--- config.mk ---
export PLATFORM = sky130hd
export DESIGN_NAME = mdu_multicycle
export DESIGN_NICKNAME = d
export VERILOG_FILES = /design/src/rtl/mdu_multicycle.sv
export SDC_FILE = /design/constraint.sdc
export NUM_CORES = 1
export LEC_CHECK = 0
export BUFFER_PORTS_ARGS = -buffer_cell sky130_fd_sc_hd__buf_4
export CORE_ASPECT_RATIO = 1.1
export CORE_MARGIN = 2
export CORE_UTILIZATION = 60
export CTS_CLUSTER_DIAMETER = 60
export CTS_CLUSTER_SIZE = 8
export DETAILED_ROUTE_END_ITERATION = 12
export GPL_TIMING_DRIVEN = 0
export HOLD_SLACK_MARGIN = 0.03
export PLACE_DENSITY_LB_ADDON = 0.1
export SLEW_MARGIN = 15
export SYNTH_ARGS = -nofsm -noshare
export SYNTH_HDL_FRONTEND = slang
export SYNTH_SLANG_ARGS = --single-unit
--- constraint.sdc ---
create_clock -name clk -period 7.3 [get_ports clk]
set_clock_uncertainty 0.15 [all_clocks]
set_input_delay 0.73 -clock clk [delete_from_list [all_inputs] [get_ports clk]]
set_output_delay 0.73 -clock clk [all_outputs]
set_load 0.02 [all_outputs]
--- src/rtl/mdu_multicycle.sv ---
// Multi-cycle multiply/divide unit with HI/LO registers (MULT/MULTU/DIV/DIVU/MTHI/MTLO).
// Ports: clk, rst (async high), start, abort, op[2:0], rs, rt -> busy, done, div_zero, hi, lo.
module mdu_multicycle #(
  parameter int DATA_WIDTH = 32,
  parameter int CNT_WIDTH  = 6
) (
  input  logic                  clk,
  input  logic                  rst,
  input  logic                  start,
  input  logic                  abort,
  input  logic [2:0]            op,
  input  logic [DATA_WIDTH-1:0] rs,
  input  logic [DATA_WIDTH-1:0] rt,
  output logic                  busy,
  output logic                  done,
  output logic                  div_zero,
  output logic [DATA_WIDTH-1:0] hi,
  output logic [DATA_WIDTH-1:0] lo
);

  localparam int W = DATA_WIDTH;

  typedef enum logic [1:0] {
    IDLE,
    MUL,
    DIV,
    FIX
  } state_t;

  state_t state, state_nxt;

  logic [CNT_WIDTH-1:0] cnt;
  // mul: {partial product high, multiplier being shifted out}
  // div: low half holds the dividend shifting out / quotient shifting in
  logic [2*W-1:0] acc;
  logic [W-1:0]   rem;
  // multiplicand (mul) or divisor (div) magnitude
  logic [W-1:0]   opb;
  logic           is_div;
  logic           by_zero;
  logic           q_neg;
  logic           r_neg;
  logic           dz_save;

  logic           op_mul, op_div, op_mthi, op_mtlo;
  logic           signed_op, rs_neg, rt_neg;
  logic [W-1:0]   rs_mag, rt_mag;
  logic           accept, last, kill;

  logic [W:0]     mul_sum;
  logic [W:0]     div_shift;
  logic [W:0]     div_diff;
  logic           div_ok;
  logic [2*W-1:0] prod;
  logic [W-1:0]   quo, rmd;

  assign op_mul    = (op == 3'd0) | (op == 3'd1);
  assign op_div    = (op == 3'd2) | (op == 3'd3);
  assign op_mthi   = (op == 3'd4);
  assign op_mtlo   = (op == 3'd5);
  assign signed_op = ~op[0];
  assign rs_neg    = signed_op & rs[W-1];
  assign rt_neg    = signed_op & rt[W-1];
  // magnitude of the most-negative value wraps to itself, read as unsigned
  assign rs_mag    = rs_neg ? -rs : rs;
  assign rt_mag    = rt_neg ? -rt : rt;

  assign busy   = (state != IDLE);
  assign kill   = abort & busy;
  // abort wins over start even when idle
  assign accept = start & ~abort & ~busy;
  assign last   = (cnt == CNT_WIDTH'(W - 1));

  assign mul_sum   = {1'b0, acc[2*W-1:W]} + (acc[0] ? {1'b0, opb} : '0);
  assign div_shift = {rem, acc[W-1]};
  assign div_diff  = div_shift - {1'b0, opb};
  // no borrow means the trial subtraction fits
  assign div_ok    = ~div_diff[W];

  assign prod = q_neg ? -acc : acc;
  assign quo  = q_neg ? -acc[W-1:0] : acc[W-1:0];
  assign rmd  = r_neg ? -rem : rem;

  always_comb begin
    state_nxt = state;
    unique case (state)
      IDLE: begin
        if (accept & op_mul)
          state_nxt = MUL;
        else if (accept & op_div)
          state_nxt = (rt == '0) ? FIX : DIV;
      end
      MUL: if (last) state_nxt = FIX;
      DIV: if (last) state_nxt = FIX;
      FIX: state_nxt = IDLE;
    endcase
    if (kill)
      state_nxt = IDLE;
  end

  always_ff @(posedge clk or posedge rst) begin
    if (rst)
      state <= IDLE;
    else
      state <= state_nxt;
  end

  always_ff @(posedge clk or posedge rst) begin
    if (rst) begin
      cnt      <= '0;
      acc      <= '0;
      rem      <= '0;
      opb      <= '0;
      is_div   <= 1'b0;
      by_zero  <= 1'b0;
      q_neg    <= 1'b0;
      r_neg    <= 1'b0;
      dz_save  <= 1'b0;
      done     <= 1'b0;
      div_zero <= 1'b0;
      hi       <= '0;
      lo       <= '0;
    end else begin
      done <= 1'b0;
      if (kill) begin
        // start cleared the flag; put back what it was before
        div_zero <= dz_save;
      end else begin
        unique case (state)
          IDLE: begin
            if (accept) begin
              if (op_mthi)
                hi <= rs;
              if (op_mtlo)
                lo <= rs;
              if (op_mul | op_div | op_mthi | op_mtlo) begin
                div_zero <= 1'b0;
                dz_save  <= div_zero;
              end
              if (op_mul | op_div) begin
                cnt     <= '0;
                rem     <= '0;
                is_div  <= op_div;
                by_zero <= op_div & (rt == '0);
                q_neg   <= rs_neg ^ rt_neg;
                r_neg   <= rs_neg;
                opb     <= op_mul ? rs_mag : rt_mag;
                // divide-by-zero keeps the raw rs for hi
                acc     <= {{W{1'b0}},
                            op_mul ? rt_mag :
                            (rt == '0) ? rs : rs_mag};
              end
            end
          end
          MUL: begin
            acc <= {mul_sum, acc[W-1:1]};
            cnt <= cnt + 1'b1;
          end
          DIV: begin
            rem          <= div_ok ? div_diff[W-1:0]
                                   : div_shift[W-1:0];
            acc[W-1:0]   <= {acc[W-2:0], div_ok};
            cnt          <= cnt + 1'b1;
          end
          FIX: begin
            done <= 1'b1;
            if (by_zero) begin
              lo       <= '1;
              hi       <= acc[W-1:0];
              div_zero <= 1'b1;
            end else if (is_div) begin
              lo <= quo;
              hi <= rmd;
            end else begin
              {hi, lo} <= prod;
            end
          end
        endcase
      end
    end
  end

endmodule

==> metrics.md, run 1 <==
| Metric | Value |
|---|---|
| Seq pwr share | roughly 23% |
| Layout area overhead | 12.7% |
| Ys async rst share | 100% |
| Syn_nets | 2473 |
| Routed wire length | ~70000 microns |
| Fmax | 0.185 GHz |
| Worst skew pair latency | 580 ps |
| Required @ worst endpoint | 7580 ps |
| CTS tree | yes |
| TritonRoute pass-1 iters | 7 |
| Critical Path AT | approximately 5700 ps |
| DIE AREA | between 30000 and 40000 sq um |
| Slew Limit Fails | 0 |
| Placer Congestion | between 1 and 1.5 |
| Status | finished clean |
| TritonCTS sink count | 207 |
| Synth warnings | 0 |
| Port bufs | about 120 |
| Setup repair after global routing missed its margin | no |
| Worst-Margin Slew | 1140 ps |
| Drt wl/cell | 25.0 microns |
| First-pass GRT wire length | 108000 microns |
| Mean number of vias per cell | approximately 6.9 |
| Max-cap check violation count | 0 |
| Tcrit/Tclk final | 73.9% |
| Post-CTS Setup Repair Bufs | 0 |
| Tmin final | 5390 ps |
| Initial Util | about 60% |
| Worst reg2reg path depth | 15 |
| Number of synthesized flops with an enable pin | 0 |
| Drt drc | 0 |
| Net switching power | 5.22 mW |
| Synth cell count leaders | 295 x o21ai_0, 255 x nand2_1, 210 x nor2_1 |
| Leading area contributor after synthesis | dfrtp_1 |
| HP Class | in2async |
| Post-DRT Antenna Nets | 0 |
| Ys flop type | dfrtp_1 |
| Synthesized instance count | 2326 |
| #FFs+latches synth | roughly 210 |
| Top post-synthesis cells by area | dfrtp_1 30%, o21ai_0 8.5%, xnor2_1 6.6% |
| I/O pins | 138 |
| Yosys cell types | 65 |
| Nets | 2626 |
| Post-cts resize count | 0 |
| CTS root buf | clkbuf_16 |
| Top-count cell post-synth | o21ai_0 |
| CP Launch Type | flop |
| Initial antenna violation count | 1 |
| Hold Vio Cnt, Final | 0 |
| First-iteration detailed-routing DRC count | 2725 |
| Die Width | 166 microns |
| Non-Filler Instances | 2853 |
| Synth Area per Inst | 7.49 sq um |
| Vias | 19551 |
| Netlist Area Pre-Place | between 15000 and 20000 sq um |
| Count of final setup violators | 0 |
| CTS Hold Bufs | 0 |
| Num CTS Buffers | 31 |
| Gr ovfl total | 0 |
| Switching part of the total power | 52.6% |
| Total track usage | between 40% and 50% |
| Core box area | between 20000 and 30000 sq um |
| Critical path type | reg2reg |
| Ratio of cells with drive above 1 in the final layout | just over 7% |
| Critical path capture point type | flop |
| H-tree depth | 1 |
| Yosys top cell area share | 29.7% |
| Clock-pin slew on the worst setup and hold paths | ~50 ps |
| Detailed placer's ending HPWL | 55000 microns |
| Worst vdd rail ir drop | between 0.0003 and 0.0004 V |
| Die Ht | 183 microns |
| Sequential area share after synthesis | slightly below 30% |
| Num rows | 65 |
| Via count of the first global-routing pass | 18436 |
| Crit Path Max Fanout | 10 |
| Dpl cells | 2814 |
| Largest net degree at the start of global routing | 111 |
| Clk pwr share | 12.9% |
| Internal power | 4.70 mW |
| Leakage | 8.21 nW |
| CTS Buffer Depth | 3 |
| Power, Total | between 9 and 10 mW |
| Power per cell area | 505 nW/um^2 |
| Combinational share of power | ~64% |
| Max_slew headroom | 23.0% |
[layout make-up]
cell class	count	area (sq um)
diodes	2	5.00
plain buffers	178	681
clock buffers	32	779
clock inverters	5	45.0
fillers	2517	8990
inverters	70	270
multi-input cells	1871	11300
flip-flops and latches	207	5180
well taps	368	460
repair buffers	120	921
[flip-flops by register name (all words and copies together), names as in the netlist]
signal    count
opb          32
lo           32
is_div        1
by_zero       1
hi           32
rem          32
q_neg         1
state         2
acc          64
cnt           6
done          1
dz_save       1
r_neg         1
div_zero      1
[kinds of logic after synthesis]
family                   share of synthesized area, %
AND/OR/NAND/NOR                                  20.7
AO/OA/AOI/OAI                                    26.6
buffers and inverters                            5.41
XOR/XNOR                                         11.0
flip-flops                                       29.7
adder cells (fa/ha/maj)                          5.54
multiplexers                                     1.05
[metal layers]
| metal | routed length, microns | GRT usage [%] | vias up |
|---|---|---|---|
| li1 | - | - | 8596 |
| met1 | 25200 | 56.9 | 9156 |
| met2 | 30400 | 69.8 | 1422 |
| met3 | 8740 | 10.4 | 375 |
| met4 | 6890 | 36.3 | 2 |
| met5 | 12 | 0 | - |
[critical path, stage by stage, from the launching register on]
cell and delay (ps):
dfrtp_1 320, clkbuf_1 530, inv_1 100, ha_1 260, fa_1 380, nand2b_1 200
a21oi_1 290, o2111ai_1 270, a211oi_1 370, o211ai_1 190, and3_1 180, nor4_1 960
clkbuf_1 670, o21ai_0 190, o21ai_0 110, o21ai_0 90
[stage by stage]
| step | area [sq um] | hold slack (ps) | setup WS (ps) | TNS (ps) | util [%] |
|---|---|---|---|---|---|
| after floorplan | 17400 | 300 | 768 | 0 | - |
| after global placement | 18800 | 317 | -1400 | -281390 | 65.6 |
| after detailed placement | 18800 | 324 | 2140 | 0 | 65.7 |
| after CTS | 19600 | 152 | 2080 | 0 | 68.6 |
| after global routing | 19600 | 181 | 1620 | 0 | 68.6 |
| final | 19600 | 119 | 1910 | 0 | 68.6 |
[cells in the final DEF (no fill, tap or decap), types with 13 or more instances in the layout]
cell       count
o21ai_0      295
nand2_1      255
nor2_1       210
dfrtp_1      207
a21oi_1      176
clkbuf_1     162
xnor2_1      131
buf_4        119
nand3_1      101
xor2_1        88
ha_1          74
inv_1         69
o31ai_1       49
o22ai_1       48
or3_1         45
nor3_1        43
clkbuf_16     31
o21ai_1       26
a31oi_1       26
a22o_1        26
nand2b_1      22
nor2b_1       17
a21o_1        16
and3_1        16
mux2i_1       16
or4_1         15
o41ai_1       15
a22oi_1       14
a211oi_1      13
[power by group through the flow]
stage	sequential [mW]	combinational, mW	clock, mW
2_1_floorplan	2.22	4.13	0
3_3_place_gp	2.21	6.01	0
3_5_place_dp	2.23	6.13	0
4_1_cts	2.22	6.17	1.27
5_1_grt	2.29	6.89	1.32
6_report	2.26	6.38	1.28
[path summary, 6_finish.rpt]
check,startpoint,slack (ps),to
max reg2reg,acc[31]$_DFFE_PP0P_,1910,rem[13]$_DFFE_PP0P_
min in group clk,lo[4]$_DFFE_PP0P_,330,lo[4]$_DFFE_PP0P_
min,rst,120,lo[5]$_DFFE_PP0P_
max in group asynchronous,rst,5830,done$_DFF_PP0_
max,acc[31]$_DFFE_PP0P_,1910,rem[13]$_DFFE_PP0P_
min reg2reg,lo[4]$_DFFE_PP0P_,330,lo[4]$_DFFE_PP0P_
(Power assumes the default switching activity.)
==> inputs of run 2 (changes only) <==
==> constraint.sdc (replaced) <==
create_clock -name clk -period 5 [get_ports clk]
set_clock_uncertainty 0.15 [all_clocks]
set_input_delay 0.5 -clock clk [delete_from_list [all_inputs] [get_ports clk]]
set_output_delay 0.5 -clock clk [all_outputs]
set_load 0.02 [all_outputs]
==> run 2 against run 1 <==
- combinational power up 47%
- core utilization up 0.96 points
- setup slack worse by 1600 ps
- critical endpoint is now rem[20]$_DFFE_PP0P_
- sequential share of layout area down 0.36 points
- routed wire length up 2.2%
==> metrics.md, run 2 (same netlist as run 1, synthesis figures left out) <==
| Metric | Value |
|---|---|
| Vias | 19824 (+1.4%) |
| Critical path capture point type | flop |
| Largest net degree at the start of global routing | 32 (-71%) |
| HP Class | in2reg |
| Total track usage | 46.6% (+0.55 points) |
| First-pass GRT wire length | 109000 microns (+0.11%) |
| Initial antenna violation count | 3 (+2) |
| Tcrit/Tclk final | 94.3% (+20 points) |
| Post-CTS Setup Repair Bufs | 0 (unchanged) |
| Critical path type | reg2reg |
| Initial Util | 60.9% (unchanged) |
| # diodes | 0 (-2) |
| Number of filler cells placed in the layout | 2472 (-1.8%) |
| Top reg by flops | acc |
| CTS Buffer Depth | 3 (unchanged) |
| CTS root buf | clkbuf_16 |
| Design area | 19900 sq um (+1.4%) |
| Count of final setup violators | 0 (unchanged) |
| Most frequent cells in the layout | 295 x o21ai_0, 255 x nand2_1, 210 x nor2_1 |
| Ratio of cells with drive above 1 in the final layout | 7.81% (+0.56 points) |
| Crit Path Max Fanout | 10 (unchanged) |
| Critical Path AT | 5010 ps (-660 ps) |
| CP Launch Type | flop |
| Num rows | 65 (unchanged) |
| Non-Filler Instances | 2866 (+0.46%) |
| Dpl cells | 2820 (+0.21%) |
| Via count of the first global-routing pass | 18352 (-0.46%) |
| Worst skew pair latency | 530 ps (-50 ps) |
| H-tree depth | 2 (+1) |
| First-iteration detailed-routing DRC count | 2843 (+4.3%) |
| Drt drc | 0 (unchanged) |
| Power per cell area | 743 nW/um^2 (+47%) |
| Fin util | 69.6% (+0.96 points) |
| Commonest non-fill, non-tap cell in the layout | o21ai_0 |
| Worst-Margin Slew | 1280 ps (+134 ps) |
| Num CTS Buffers | 34 (+9.7%) |
| Required @ worst endpoint | 5290 ps (-2290 ps) |
| Hold Vio Cnt, Final | 0 (unchanged) |
| DP Area | 18900 sq um (+0.66%) |
| Post-DRT Antenna Nets | 0 (unchanged) |
| CTS tree | yes |
| Routed wire length | 72800 microns (+2.2%) |
| Status | finished clean |
| Setup repair after global routing missed its margin | no |
| Mean number of vias per cell | 6.92 (+0.94%) |
| Max reg flops | 64 (unchanged) |
| Tmin final | 4720 ps (-674 ps) |
| Gr ovfl total | 0 (unchanged) |
| Leakage | 8.33 nW (+1.6%) |
| Nets | 2636 (+0.38%) |
| Die Width | 166 microns (unchanged) |
| Worst vdd rail ir drop | 0.000578 V (+61%) |
| Max-cap check violation count | 0 (unchanged) |
| Die Ht | 183 microns (unchanged) |
| Slew Limit Fails | 0 (unchanged) |
| TritonRoute pass-1 iters | 9 (+2) |
| Fmax | 0.212 GHz (+14%) |
| Max_slew headroom | 14.8% (-8.2 points) |
| I/O pins | 138 (unchanged) |
| Detailed placer's ending HPWL | 56400 microns (+2.5%) |
| Layout area overhead | 14.3% |
| Clock-pin slew on the worst setup and hold paths | 50 ps (about the same) |
| TritonCTS sink count | 207 (unchanged) |
| Port bufs | 119 (unchanged) |
| DIE AREA | 30400 sq um (unchanged) |
| Placer Congestion | 1.05 (-1.7%) |
| Drt wl/cell | 25.4 microns (+1.7%) |
| Core box area | 28600 sq um (unchanged) |
run 2: cell types whose count changed in the layout (fill, tap and decap cells not counted), moves of 2 or more:
cell | previous run | this run
clkinv_2 | 2 | 0
diode_2 | 2 | 0
buf_12 | 0 | 5
clkbuf_8 | 0 | 2
inv_6 | 0 | 2
clkinv_4 | 0 | 3
clkbuf_16 | 31 | 34
run 2: through the flow:
stage / total power, mW / hold slack [ps] / TNS, ps / worst slack, ps
4_1_cts: 14.4 / 204 / 0 / 248
3_3_place_gp: 12.0 / 313 / -858 / -211
6_report: 14.8 / 205 / 0 / 283
3_5_place_dp: 12.2 / 321 / -1880 / -277
2_1_floorplan: 9.27 / 300 / 0 / 1170
5_1_grt: 15.5 / 243 / 0 / 121
run 2: layout make-up:
class                           count  area (sq um)  share of cell area [%]
Buffer                            178           682                    3.42
Sequential cell                   207          5180                    26.0
Clock inverter                      6          60.1                   0.302
Timing Repair Buffer              127          1060                    5.31
Multi-Input combinational cell   1871         11300                    56.8
Tap cell                          368           460                    2.31
Inverter                           70           267                    1.34
Clock buffer                       39           890                    4.47
run 2: repair_timing:
item | CTS | global route
endpoints found under the setup margin | 28 | 20
hold buffers | 1 | 0
gates resized for setup | 2 | 1
hold endpoints to repair | 22 | 0
run 2: critical path, cell delays in order (launching register included):
cell and delay, ps:
dfrtp_1 310, clkbuf_1 490, inv_1 100, ha_1 250, fa_1 390, nand2b_1 210, a21oi_1 250, o2111ai_1 240
a211oi_1 400, o211ai_1 240, and3_1 240, nor4_4 480, clkbuf_1 500, a31oi_1 140, o21ai_0 220
run 2: final timing paths:
path / slack [ps] / depth (start not counted) / endpoint / from
max in group asynchronous: 3160 / 6 / opb[10]$_DFFE_PP0P_ / rst
hold reg to reg: 330 / 2 / lo[15]$_DFFE_PP0P_ / lo[15]$_DFFE_PP0P_
min in group asynchronous: 440 / 3 / lo[7]$_DFFE_PP0P_ / rst
setup / recovery: 280 / 14 / rem[20]$_DFFE_PP0P_ / acc[31]$_DFFE_PP0P_
setup reg to reg: 280 / 14 / rem[20]$_DFFE_PP0P_ / acc[31]$_DFFE_PP0P_
hold / removal: 210 / 3 / lo[31]$_DFFE_PP0P_ / rs[31]
run 2: report_power, final:
group	total, mW	internal [mW]	switching [mW]
sequential	3.30	2.42	0.880
clock	2.11	1.25	0.852
combinational	9.38	3.36	6.02
total	14.8	7.04	7.75
run 2: routing by layer:
layer	wire length, microns	global-route usage [%]	vias to the layer above
met3	8290	10.5	403
li1	-	-	8617
met2	31700	72.1	1489
met4	7200	36.0	2
met5	14	0	-
met1	25600	56.6	9313
